==> config.mk <==
export PLATFORM = sky130hd
export DESIGN_NAME = instr_fetch_ctrl_flat
export DESIGN_NICKNAME = d
export VERILOG_FILES = /design/src/rtl/instr_fetch_ctrl_if.sv /design/src/rtl/instr_fetch_ctrl.sv /design/src/flat_wrapper.sv
export SDC_FILE = /design/constraint.sdc
export NUM_CORES = 1
export LEC_CHECK = 0
export CAP_MARGIN = 30
export CORE_MARGIN = 1.5
export CORE_UTILIZATION = 35
export CTS_CLUSTER_DIAMETER = 50
export DETAILED_ROUTE_END_ITERATION = 6
export GPL_TIMING_DRIVEN = 0
export MAX_ROUTING_LAYER = met4
export PLACE_DENSITY = 0.7
export RECOVER_POWER = 25
export SLEW_MARGIN = 10
export SYNTH_ARGS = -nofsm -noshare
export SYNTH_HDL_FRONTEND = slang
export SYNTH_SLANG_ARGS = --single-unit
==> constraint.sdc <==
create_clock -name clk -period 2.43 [get_ports clk]
set_input_delay 0.3645 -clock clk [delete_from_list [all_inputs] [get_ports clk]]
set_output_delay 0.3645 -clock clk [all_outputs]
set_load 0.05 [all_outputs]
==> src/rtl/instr_fetch_ctrl_if.sv <==
// Fetch-side bus: byte-wide ROM port plus the instruction valid/ready handshake to decode.
// The fetch controller is the master; the ROM/decode side is the slave.
interface instr_fetch_ctrl_if #(
    parameter int ADDR_W = 32
);
    logic [ADDR_W-1:0] rom_addr;
    logic [7:0]        rom_data;
    logic              instr_valid;
    logic              instr_ready;
    logic [31:0]       instr;
    logic [ADDR_W-1:0] instr_pc;

    modport master (
        output rom_addr,
        input  rom_data,
        output instr_valid,
        input  instr_ready,
        output instr,
        output instr_pc
    );

    modport slave (
        input  rom_addr,
        output rom_data,
        input  instr_valid,
        output instr_ready,
        input  instr,
        input  instr_pc
    );
endinterface

==> src/rtl/instr_fetch_ctrl.sv <==
// Instruction fetch controller: walks a byte-wide ROM, assembles little-endian 32-bit words,
// hands them to decode over valid/ready, and owns the PC including branch/jump redirect.
module instr_fetch_ctrl #(
    parameter int                ADDR_W   = 32,
    parameter logic [ADDR_W-1:0] RESET_PC = '0
) (
    input  logic               clk,
    input  logic               rst,
    input  logic               fetch_en,
    input  logic               redirect_valid,
    input  logic [ADDR_W-1:0]  redirect_pc,
    output logic               misalign_err,
    instr_fetch_ctrl_if.master bus
);

    localparam logic [0:0] FETCH = 1'b0;
    localparam logic [0:0] HOLD  = 1'b1;

    logic [0:0]        state_q, state_d;
    logic [ADDR_W-1:0] pc_q, pc_d;
    logic [1:0]        byte_cnt_q, byte_cnt_d;
    logic [23:0]       partial_q, partial_d;
    logic [31:0]       instr_q, instr_d;
    logic [ADDR_W-1:0] instr_pc_q, instr_pc_d;
    logic              misalign_q, misalign_d;

    assign bus.rom_addr    = pc_q + ADDR_W'(byte_cnt_q);
    assign bus.instr_valid = (state_q == HOLD);
    assign bus.instr       = instr_q;
    assign bus.instr_pc    = instr_pc_q;
    assign misalign_err    = misalign_q;

    always_comb begin
        state_d    = state_q;
        pc_d       = pc_q;
        byte_cnt_d = byte_cnt_q;
        partial_d  = partial_q;
        instr_d    = instr_q;
        instr_pc_d = instr_pc_q;
        misalign_d = 1'b0;

        // Redirect overrides everything; a coincident handshake in HOLD still completes
        // because decode samples valid/ready in the same cycle, but pc takes the target.
        if (redirect_valid) begin
            pc_d       = {redirect_pc[ADDR_W-1:2], 2'b00};
            byte_cnt_d = 2'd0;
            partial_d  = '0;
            state_d    = FETCH;
            misalign_d = |redirect_pc[1:0];
        end else begin
            case (state_q)
                FETCH: begin
                    if (fetch_en) begin
                        if (byte_cnt_q == 2'd3) begin
                            instr_d    = {bus.rom_data, partial_q};
                            instr_pc_d = pc_q;
                            byte_cnt_d = 2'd0;
                            state_d    = HOLD;
                        end else begin
                            case (byte_cnt_q)
                                2'd0:    partial_d[7:0]   = bus.rom_data;
                                2'd1:    partial_d[15:8]  = bus.rom_data;
                                default: partial_d[23:16] = bus.rom_data;
                            endcase
                            byte_cnt_d = byte_cnt_q + 2'd1;
                        end
                    end
                end
                default: begin
                    if (bus.instr_ready) begin
                        pc_d    = pc_q + ADDR_W'(4);
                        state_d = FETCH;
                    end
                end
            endcase
        end
    end

    always_ff @(posedge clk) begin
        if (rst) begin
            state_q    <= FETCH;
            pc_q       <= RESET_PC;
            byte_cnt_q <= 2'd0;
            partial_q  <= '0;
            instr_q    <= '0;
            instr_pc_q <= RESET_PC;
            misalign_q <= 1'b0;
        end else begin
            state_q    <= state_d;
            pc_q       <= pc_d;
            byte_cnt_q <= byte_cnt_d;
            partial_q  <= partial_d;
            instr_q    <= instr_d;
            instr_pc_q <= instr_pc_d;
            misalign_q <= misalign_d;
        end
    end

endmodule
==> src/flat_wrapper.sv <==
// flat-port wrapper written by rule: the top's interface ports become plain ports
module instr_fetch_ctrl_flat 
#(
    parameter int                ADDR_W   = 32,
    parameter logic [ADDR_W-1:0] RESET_PC = '0
)
  (clk, rst, fetch_en, redirect_valid, redirect_pc, misalign_err, bus_rom_addr, bus_rom_data, bus_instr_valid, bus_instr_ready, bus_instr, bus_instr_pc);
  instr_fetch_ctrl_if #(.ADDR_W(ADDR_W)) bus_i ();
  input  logic clk;
  input  logic rst;
  input  logic fetch_en;
  input  logic redirect_valid;
  input  logic [ADDR_W-1:0] redirect_pc;
  output logic misalign_err;
  output wire logic [$bits(bus_i.rom_addr)-1:0] bus_rom_addr;
  input wire logic [$bits(bus_i.rom_data)-1:0] bus_rom_data;
  output wire logic [$bits(bus_i.instr_valid)-1:0] bus_instr_valid;
  input wire logic [$bits(bus_i.instr_ready)-1:0] bus_instr_ready;
  output wire logic [$bits(bus_i.instr)-1:0] bus_instr;
  output wire logic [$bits(bus_i.instr_pc)-1:0] bus_instr_pc;
  assign bus_rom_addr = bus_i.rom_addr;
  assign bus_i.rom_data = bus_rom_data;
  assign bus_instr_valid = bus_i.instr_valid;
  assign bus_i.instr_ready = bus_instr_ready;
  assign bus_instr = bus_i.instr;
  assign bus_instr_pc = bus_i.instr_pc;
  instr_fetch_ctrl #(.ADDR_W(ADDR_W), .RESET_PC(RESET_PC)) u_core (.clk(clk), .rst(rst), .fetch_en(fetch_en), .redirect_valid(redirect_valid), .redirect_pc(redirect_pc), .misalign_err(misalign_err), .bus(bus_i));
endmodule
# [Word-level counts from Yosys, hierarchy flattened]
# Cells that the tools add are included.
[classes] n_addsub=3 n_eq_ne=2 mux=8 n_bitwise=4 n_reduce_logical=14
[ops] op="$mux W32" n=3
[ops] op="$add A32 B2 Y32" n=1
[ops] op="$add A32 B3 Y32 const B" n=1
[ops] op="$reduce_and A4 Y1" n=4
[ops] op="$reduce_or A2 Y1" n=4
[ops] op="$reduce_and A2 Y1" n=3
[ops] op="$mux W1" n=4
[ops] op="$not A1 Y1" n=4
[ops] op="$reduce_bool A2 Y1" n=2
[ops] op="$add A2 B1 Y2 const B" n=1
[ops] op="$eq A2 B1 Y1 const B" n=1
[ops] op="$eq A2 B2 Y1 const B" n=1
[ops] op="$logic_not A2 Y1" n=1
[ops] op="$mux W2" n=1
[word_totals] ff_bits=124 in_bits=45 output_inout_bits=98

# [Logic depth before layout (Yosys ltp)]
# Gate-level depths: netlist of the first run.
[depth] word_depth=4 ltp_mapped=6 ltp_nobuf=5

# [Worst setup path after synthesis of the first run]
# OpenSTA, ideal clock, no wires.
[synth_path] kind="reg-to-reg" start="reg u_core.pc_q[2]" end="reg u_core.pc_q[18]" arrival_time_ps=2244 t_required_ps=2339 setup_slack_ps=96 path_stages_with_launch=6 n_path_buf=0 synth_period_minus_slack_ps=2334 path_cell_list="dfxtp_1 -> ha_1 -> nand2_1 -> or4_1 -> or3_1 -> a311oi_1"
[synth_via] elab_chain_len=4
[synth_rtl] item="start: declaration" line_no="instr_fetch_ctrl.sv:20" text="logic [ADDR_W-1:0] pc_q, pc_d;"
[synth_rtl] item="start signal: assignment" line_no="instr_fetch_ctrl.sv:90" text="pc_q <= pc_d;"
[synth_rtl] item="$add A32 B3 Y32" line_no="instr_fetch_ctrl.sv:71" text="pc_d = pc_q + ADDR_W'(4);"
[synth_rtl] item="$mux W32" line_no="instr_fetch_ctrl.sv:70" text="if (bus.instr_ready) begin"
[synth_rtl] item="$mux W32" line_no="instr_fetch_ctrl.sv:51" text="case (state_q)"
[synth_rtl] item="$mux W32" line_no="instr_fetch_ctrl.sv:44" text="if (redirect_valid) begin"
# No other way between the ends. The select of a mux whose other input is x is not followed.
# A chain may end at the register's enable or synchronous reset.

# [Worst setup path after layout of the first run]
[layout_path] start="in bus_instr_ready" end="reg u_core.pc_q[19]"
[layout_via] elab_chain_len=2
[layout_rtl] item="start: declaration" line_no="flat_wrapper.sv:18" text="input wire logic [$bits(bus_i.instr_ready)-1:0] bus_instr_ready;"
[layout_rtl] item="$reduce_bool A2 Y1 (no source line)"
[layout_rtl] item="$reduce_and A2 Y1 (no source line)"
# No other way between the ends.

==> results of run 1 <==
registers in the layout, summed over array words and instances (netlist names):
register,count
u_core.byte_cnt_q,2
u_core.misalign_err,1
u_core.bus.instr_pc,30
u_core.bus.instr_valid,1
u_core.partial_q,24
u_core.bus.instr,32
u_core.pc_q,30
stage by stage:
step / area [sq um] / setup slack (ns) / total power [W] / utilization / instances
6_report: 7260 / 0.156 / 0.00499 / 0.521 / 998
5_1_grt: 7260 / 0.0152 / 0.00516 / 0.521 / 998
4_1_cts: 7240 / 0.00235 / 0.00502 / 0.519 / 997
3_5_place_dp: 6660 / -0.424 / 0.00259 / 0.478 / 965
3_3_place_gp: 6650 / -0.383 / 0.00258 / 0.477 / 964
2_1_floorplan: 5030 / 0.0955 / 0.00237 / - / 645
critical path, cell delays in order:
cell             delay, ns
clkdlybuf4s50_1       0.59
and2_1                0.50
nand2_1               0.36
or4_1                 0.54
a311oi_1              0.25
synthesized netlist by cell type, drive strengths merged, types with 3 or more instances:
cell type	count	share of area
a211oi	12	0.018
a2111oi	3	0.0055
and4	4	0.0070
xor2	5	0.0087
o31a	3	0.0052
nor2	34	0.025
clkbuf	38	0.028
nand2	187	0.14
nor3b	4	0.0060
ha	5	0.012
and2	5	0.0062
nor4	9	0.011
or4	5	0.0075
nor3	10	0.010
xnor2	7	0.012
a21oi	94	0.094
a311oi	8	0.014
nand2b	3	0.0037
dfxtp	120	0.48
and3	7	0.0087
inv	8	0.0060
or3	4	0.0050
nand3b	3	0.0045
nand4	13	0.016
buf	7	0.0072
nand3	18	0.019
o31ai	7	0.010
area by class of cell:
type	count	area (sq um)	area share
plain buffers	44	175	0.0241
multi-input cells	472	2430	0.335
repair buffers	142	1420	0.195
well taps	180	225	0.0310
inverters	8	30.0	0.00414
flip-flops and latches	120	2400	0.331
clock inverters	15	154	0.0212
clock buffers	17	425	0.0586
cells in the final DEF (no fill, tap or decap), types with 4 or more instances in the layout:
cell,Yosys,final
a211oi_1,12,12
a21oi_1,94,94
a311oi_1,8,8
and2_1,5,4
and3_1,7,7
and4_1,4,4
clkbuf_1,38,37
clkbuf_16,0,17
clkdlybuf4s50_1,0,99
clkinv_2,0,4
clkinvlp_4,0,4
dfxtp_1,120,120
dlygate4sd3_1,0,40
ha_1,5,5
inv_1,8,8
nand2_1,187,187
nand3_1,17,17
nand4_1,13,13
nor2_1,34,34
nor3_1,10,10
nor3b_1,4,4
nor4_1,9,8
o31ai_1,7,7
or3_1,4,4
or4_1,5,5
xnor2_1,7,7
xor2_1,5,5
per-layer routing:
layer / share of wire / vias to the layer above / wire, um / track usage
li1: - / 2546 / - / -
met1: 0.46 / 2379 / 7170 / 0.298
met2: 0.45 / 192 / 6970 / 0.316
met3: 0.075 / 24 / 1170 / 0.0534
met4: 0.018 / 0 / 275 / 0.0828
met5: 0 / - / 0 / -
cells by family after synthesis:
kind of cell    Yosys count
buf+inv                  53
compound gates          141
simple gates            312
other cells               1
xor+xnor                 12
flops                   120
fa+ha+maj                 5
power by group:
part           internal (W)  switching, W
Clock               0.00151      0.000933
Sequential          0.00201     0.0000684
Combinational      0.000181      0.000288
Total               0.00370       0.00129
how the worst min path moves through the flow:
stage / end / startpoint / depth (start not counted)
4_1_cts: u_core.pc_q[31] / rst / 3
2_1_floorplan: u_core.bus.instr[0] / u_core.partial_q[0] / 2
6_report: u_core.pc_q[31] / rst / 3
3_5_place_dp: u_core.bus.instr[0] / u_core.partial_q[0] / 2
5_1_grt: u_core.bus.instr_pc[14] / u_core.bus.instr_pc[14] / 2
3_3_place_gp: u_core.bus.instr[6] / u_core.partial_q[6] / 2
repair_timing:
| action | CTS | global route |
|---|---|---|
| endpoints found under the setup margin | 0 | 4 |
| endpoints found under the hold margin | 0 | 0 |
| setup buffers | 0 | 1 |
| resized for setup | 0 | 2 |
==> qor.yml, run 1 <==
nNetsFinal: 855
setup_viol: 0
arrival_ns: 2.60
yosys_warnings: 0
core_area_sq_mm: 0.0139
overflow: 0
finalSetupTns_ns: 0
cts_made_buffers: 17
synth_xor_area_frac: 0.0209
tritoncts: "built"
drt-wirelength-per-cell_um: 15.6
synthSimpleGateAreaFrac: 0.278
rsz0062_at_grt: "false"
clock-sinks: 120
routed_wl_um: 15600
reg2reg_slack_ns: 0.16
fin_crit_sh: 0.936
area_growth_pct: 44.4
std_cell_rows: 43
status: "finished clean"
drv_slew: 0
clk-insertion-delay-late_ns: 0.42
synth_compound_area_frac: 0.168
start_util: 0.361
synth_mux_area_frac: 0
critPathMaxFanout: 10
drt_iter0_markers: 383
ys_seq_area_frac: 0.478
whs_ns: 0.431
cap_violations: 0
ir_drop_mv: 0.473
vias_per_cell: 5.15
critPathLaunch: "bus_instr_ready"
ys_ff_latch: 120
diodes: 0
root_buffer: "clkbuf_16"
max_freq_mhz: 440
syn-cell-area_sq_mm: 0.00503
dpl.hpwl_um: 10900
worst_pin_slew_ns: 0.861
synthCells: 644
clk_pin_slew_ns: 0.06
synth_top_family_by_area: "simple AND/OR/NAND/NOR gates"
rr_worst_depth: 5
grt_pass1_wl_um: 24800
avgSynthCellArea_sq_um: 7.81
drive_gt1_frac: 0.0538
cts_hold_repair.buffers: 0
grt_pass1_vias: 4776
reg2reg_to: "u_core.pc_q[18]"
io_pins: 143
finalCriticalPeriod_ns: 2.27
die_y_um: 123
synthArstFlopShare: 0
cts_max_level: 4
finClkSkew_ns: 0.00635
end_kind: "register"
io_buffers: 139
leakagePower_nw: 2.51
place.gp.congestion: 0.894
chipWidth_um: 123
grt_use_total: 0.220
worstPathRequired_ns: 2.76
synthAdderAreaFrac: 0.0124
grt_antenna_before_repair: 0
clockBufferDepth: 2
synth_edf_count: 0
power.density_mw_per_mm2: 687
synth.distinct_cells: 48
crit_path_start_kind: "input pin"
grt_max_degree: 17
final_hold_viol_count: 0
worstReg2RegStart: "u_core.pc_q[15]"
path_class: "input pin to register"
via_count: 5141
setup.worst_path.end: "u_core.pc_q[19]"
die_area_sq_mm: 0.0151
ys.flop_type: "dfxtp_1"
antenna_violating_nets_post_route: 0
fillers: 1346
firstDrtPassIters: 5
max_slew_margin: 0.424
hold_class: "input pin to register"
drcViolationCount: 0
No activity file was read; power rests on OpenSTA's default activity.
==> run 2: changes to the inputs <==
--- a/config.mk
+++ b/config.mk
@@ -12,7 +12,7 @@
 export DETAILED_ROUTE_END_ITERATION = 6
 export GPL_TIMING_DRIVEN = 0
 export MAX_ROUTING_LAYER = met4
-export PLACE_DENSITY = 0.7
+export PLACE_DENSITY = 0.72
 export RECOVER_POWER = 25
 export SLEW_MARGIN = 10
 export SYNTH_ARGS = -nofsm -noshare
==> constraint.sdc (replaced) <==
create_clock -name clk -period 1.9 [get_ports clk]
set_input_delay 0.285 -clock clk [delete_from_list [all_inputs] [get_ports clk]]
set_output_delay 0.285 -clock clk [all_outputs]
set_load 0.05 [all_outputs]
==> qor.yml, run 2 (same netlist as run 1, synthesis figures left out) <==
status: "finished, violations left"
violations: "setup timing"
overflow: 0
fin_ws_ns: -0.0119
fin_cells: 1009
cts_max_level: 4
critPathMaxFanout: 8
std_cell_rows: 43
tritoncts: "built"
finClkSkew_ns: 0.00966
io_buffers: 139
multiInputGateArea_sq_mm: 0.00253
drive_gt1_frac: 0.117
placed_cell_area_sq_mm: 0.00676
fin_util: 0.533
worst_pin_slew_ns: 0.642
power.density_mw_per_mm2: 820
die_area_sq_mm: 0.0151
worstReg2RegStart: "u_core.pc_q[5]"
end_kind: "register"
drv_slew: 0
drt-wirelength-per-cell_um: 15.8
fin_crit_sh: 1.01
rr_worst_depth: 5
rsz0062_at_grt: "true"
ff_latch_area_sq_mm: 0.00246
reg2reg_to: "u_core.pc_q[25]"
area_growth_pct: 47.8
root_buffer: "clkbuf_16"
hold_class: "input pin to register"
nNetsFinal: 868
cts_made_buffers: 17
fillers: 1318
worstPathRequired_ns: 2.22
layout_commonest_cell: "nand2_1"
cap_violations: 0
grt_max_degree: 17
dpl.hpwl_um: 11100
vias_per_cell: 5.17
die_y_um: 123
antenna_violating_nets_post_route: 0
ir_drop_mv: 0.544
clockBufferDepth: 2
dp_cells: 965
via_count: 5213
hold_start: "rst"
firstDrtPassIters: 5
clock-sinks: 120
clk_pin_slew_ns: 0.05
final_hold_viol_count: 0
largest_register_ffs: 32
min_path_cells: 3
crit_path_top_delay_cell: "or4_1"
chipWidth_um: 123
grt_pass1_vias: 4621
diodes: 0
final_cell_mix: "nand2_1, clkdlybuf4s50_1, dfxtp_1, a21oi_1, clkbuf_1"
start_util: 0.361
finalCriticalPeriod_ns: 1.91
grt_use_total: 0.216
reg2reg_slack_ns: -0.01
io_pins: 143
cts_hold_repair.buffers: 0
routed_wl_um: 15900
grt_pass1_wl_um: 24300
grt_antenna_before_repair: 0
slowest_delay_ns: 0.49
max_slew_margin: 0.574
max_freq_mhz: 523
core_area_sq_mm: 0.0139
crit_path_start_kind: "register"
path_cells: "nand4_1 > or3_1 > buf_6 > or4_1 > a311oi_1"
min_to: "u_core.pc_q[31]"
clk-insertion-delay-late_ns: 0.42
path_class: "register to register"
leakagePower_nw: 2.59
design_area_sq_mm: 0.00743
arrival_ns: 2.24
place.gp.congestion: 0.905
drcViolationCount: 0
setup_viol: 1
drt_iter0_markers: 402
run 2: what timing repair did:
| item | in CTS | in global routing |
|---|---|---|
| pin swaps | 5 | 11 |
| endpoints found under the hold margin | 0 | 0 |
| cloned | 0 | 0 |
| setup endpoints to repair | 103 | 99 |
| gates resized for setup | 37 | 44 |
| setup buffers | 3 | 10 |
run 2: critical path, delay by kind of cell, from the launching register on:
family / cells / cell delay [ns]
AND/OR/NAND/NOR: 3 / 1.04
flip-flops: 1 / 0.38
buffers and inverters: 1 / 0.14
AO/OA/AOI/OAI: 1 / 0.25
run 2: area by class of cell:
type                            count  share of cell area
Multi-Input combinational cell    472               0.341
Tap cell                          180              0.0303
Buffer                             45              0.0298
Clock buffer                       26              0.0672
Sequential cell                   120               0.331
Inverter                            8             0.00404
Timing Repair Buffer              154               0.193
Clock inverter                      4             0.00269
run 2: power breakdown:
group | switching, W | leakage [nW] | internal [W]
Combinational | 0.000382 | 1.34 | 0.000223
Clock | 0.00106 | 0.260 | 0.00178
Sequential | 0.0000840 | 0.985 | 0.00257
Total | 0.00153 | 2.59 | 0.00457
run 2: how the worst max path moves through the flow:
| stage | startpoint | end | slack [ns] |
|---|---|---|---|
| 6_report | u_core.pc_q[5] | u_core.pc_q[25] | -0.01 |
| 5_1_grt | u_core.pc_q[7] | u_core.pc_q[25] | -0.06 |
| 4_1_cts | u_core.pc_q[19] | bus_rom_addr[19] | 0.001 |
| 3_5_place_dp | redirect_valid | u_core.bus.instr[11] | -0.70 |
| 3_3_place_gp | bus_instr_ready | u_core.pc_q[30] | -0.81 |
| 2_1_floorplan | u_core.pc_q[9] | u_core.pc_q[19] | 0.003 |
run 2: stage by stage:
stage                     setup WS, ns  setup TNS, ns  hold slack, ns  total power (W)
after floorplan                0.00350              0           0.421          0.00303
after global placement          -0.807         -54.96           0.441          0.00331
after detailed placement        -0.704         -55.74           0.446          0.00331
after CTS                      0.00110              0           0.324          0.00611
after global routing           -0.0630         -0.199           0.362          0.00629
final                          -0.0119        -0.0119           0.367          0.00610
run 2: metal layers:
layer  up-vias  global-route usage  wire length, um
met1      2419               0.292             7270
li1       2581                   -                -
met3        21              0.0479             1100
met5         -                   -                0
met4         0              0.0792              270
met2       192               0.316             7300
==> run 3: changes to the inputs <==
--- a/config.mk
+++ b/config.mk
@@ -14,6 +14,7 @@
 export MAX_ROUTING_LAYER = met4
 export PLACE_DENSITY = 0.72
 export RECOVER_POWER = 25
+export SKIP_LAST_GASP = 1
 export SLEW_MARGIN = 10
 export SYNTH_ARGS = -nofsm -noshare
 export SYNTH_HDL_FRONTEND = slang
==> qor.yml, run 3 (same netlist as run 1, synthesis figures left out) <==
grt_use_total: 0.216
dpl.hpwl_um: 11100
fin_ws_ns: -0.0327
root_buffer: "clkbuf_16"
crit_path_start_kind: "register"
overflow: 0
tritoncts: "built"
cp_top_family: "simple AND/OR/NAND/NOR gates"
clk-insertion-delay-late_ns: 0.42
core_area_sq_mm: 0.0139
hold_start: "rst"
io_pins: 143
fin_util: 0.533
die_area_sq_mm: 0.0151
io_buffers: 139
slowest_delay_ns: 0.51
max_freq_mhz: 517
leakagePower_nw: 2.59
clk_pin_slew_ns: 0.05
place.gp.congestion: 0.905
cts_made_buffers: 17
layout_commonest_cell: "nand2_1"
end_kind: "register"
nNetsFinal: 868
fin_crit_sh: 1.02
clockBufferDepth: 2
largest_register_ffs: 32
grt_pass1_wl_um: 24300
drt_iter0_markers: 388
start_util: 0.361
ir_drop_mv: 0.546
diodes: 0
finalSetupTns_ns: -0.0327
critPathLaunch: "u_core.pc_q[5]"
final_cell_mix: "nand2_1, clkdlybuf4s50_1, dfxtp_1, a21oi_1, clkbuf_1"
power.density_mw_per_mm2: 821
critPathMaxFanout: 8
std_cell_rows: 43
path_buf_inv: 1
antenna_violating_nets_post_route: 0
worstReg2RegStart: "u_core.pc_q[5]"
status: "finished, violations left"
cts_max_level: 4
clock-sinks: 120
worstPathRequired_ns: 2.23
chipWidth_um: 123
die_y_um: 123
area_growth_pct: 47.7
grt_antenna_before_repair: 0
grt_max_degree: 17
fin_cells: 1009
arrival_ns: 2.26
path_cells: "nand4_1 > or3_1 > buf_6 > or4_1 > a311oi_1"
finClkSkew_ns: 0.0104
worst_pin_slew_ns: 0.637
finalCriticalPeriod_ns: 1.93
routed_wl_um: 15900
crit_path_top_delay_cell: "or4_1"
setup_viol: 1
placed_cell_area_sq_mm: 0.00676
drt-wirelength-per-cell_um: 15.8
dp_cells: 965
firstDrtPassIters: 5
drcViolationCount: 0
hold_class: "input pin to register"
reg2reg_slack_ns: -0.03
fillers: 1317
drive_gt1_frac: 0.116
design_area_sq_mm: 0.00743
path_class: "register to register"
rsz0062_at_grt: "true"
vias_per_cell: 5.13
max_slew_margin: 0.577
via_count: 5177
violations: "setup timing"
drv_slew: 0
grt_pass1_vias: 4621
final_hold_viol_count: 0
cap_violations: 0
run 3: metal layers:
layer / track usage / share of wire / vias up
met3: 0.0479 / 0.068 / 22
met5: - / 0 / -
li1: - / - / 2573
met2: 0.316 / 0.46 / 177
met4: 0.0792 / 0.017 / 0
met1: 0.292 / 0.45 / 2405
run 3: repair_timing:
action / in CTS / in global routing
setup buffers: 3 / 10
hold buffers: 0 / 0
setup endpoints to repair: 103 / 99
pin swaps: 5 / 11
resized for setup: 37 / 43
run 3: final timing paths:
path | to | cells after the start
worst max-delay path | u_core.pc_q[25] | 5
worst min-delay path | u_core.pc_q[31] | 3
worst max register to register | u_core.pc_q[25] | 5
worst min register to register | u_core.bus.instr_pc[26] | 2
run 3: layout make-up:
type                            instances  area, sq um  share of cell area
Buffer                                 45          221              0.0298
Clock buffer                           26          499              0.0672
Clock inverter                          4         20.0             0.00270
Inverter                                8         30.0             0.00404
Multi-Input combinational cell        472         2530               0.341
Sequential cell                       120         2460               0.332
Tap cell                              180          225              0.0303
Timing Repair Buffer                  154         1440               0.194
run 3: stage by stage:
stage                     hold slack (ns)  worst slack [ns]  total power, W
after floorplan                     0.421           0.00350         0.00303
after global routing                0.362           -0.0623         0.00629
final                               0.351           -0.0327         0.00610
after detailed placement            0.446            -0.704         0.00331
after global placement              0.441            -0.807         0.00331
after CTS                           0.324           0.00110         0.00611
run 3: worst register-to-register path, delay by kind of cell (launching register included):
kind / cells / cell delay, ns
AOI/OAI and AO/OA: 1 / 0.25
DFF: 1 / 0.38
buffers and inverters: 1 / 0.14
and+or+nand+nor: 3 / 1.06
run 3: power breakdown:
| group | leakage (nW) | switching, W | internal [W] |
|---|---|---|---|
| sequential | 0.985 | 0.0000843 | 0.00257 |
| clock | 0.260 | 0.00106 | 0.00178 |
| combinational | 1.34 | 0.000380 | 0.000222 |
| total | 2.59 | 0.00153 | 0.00457 |
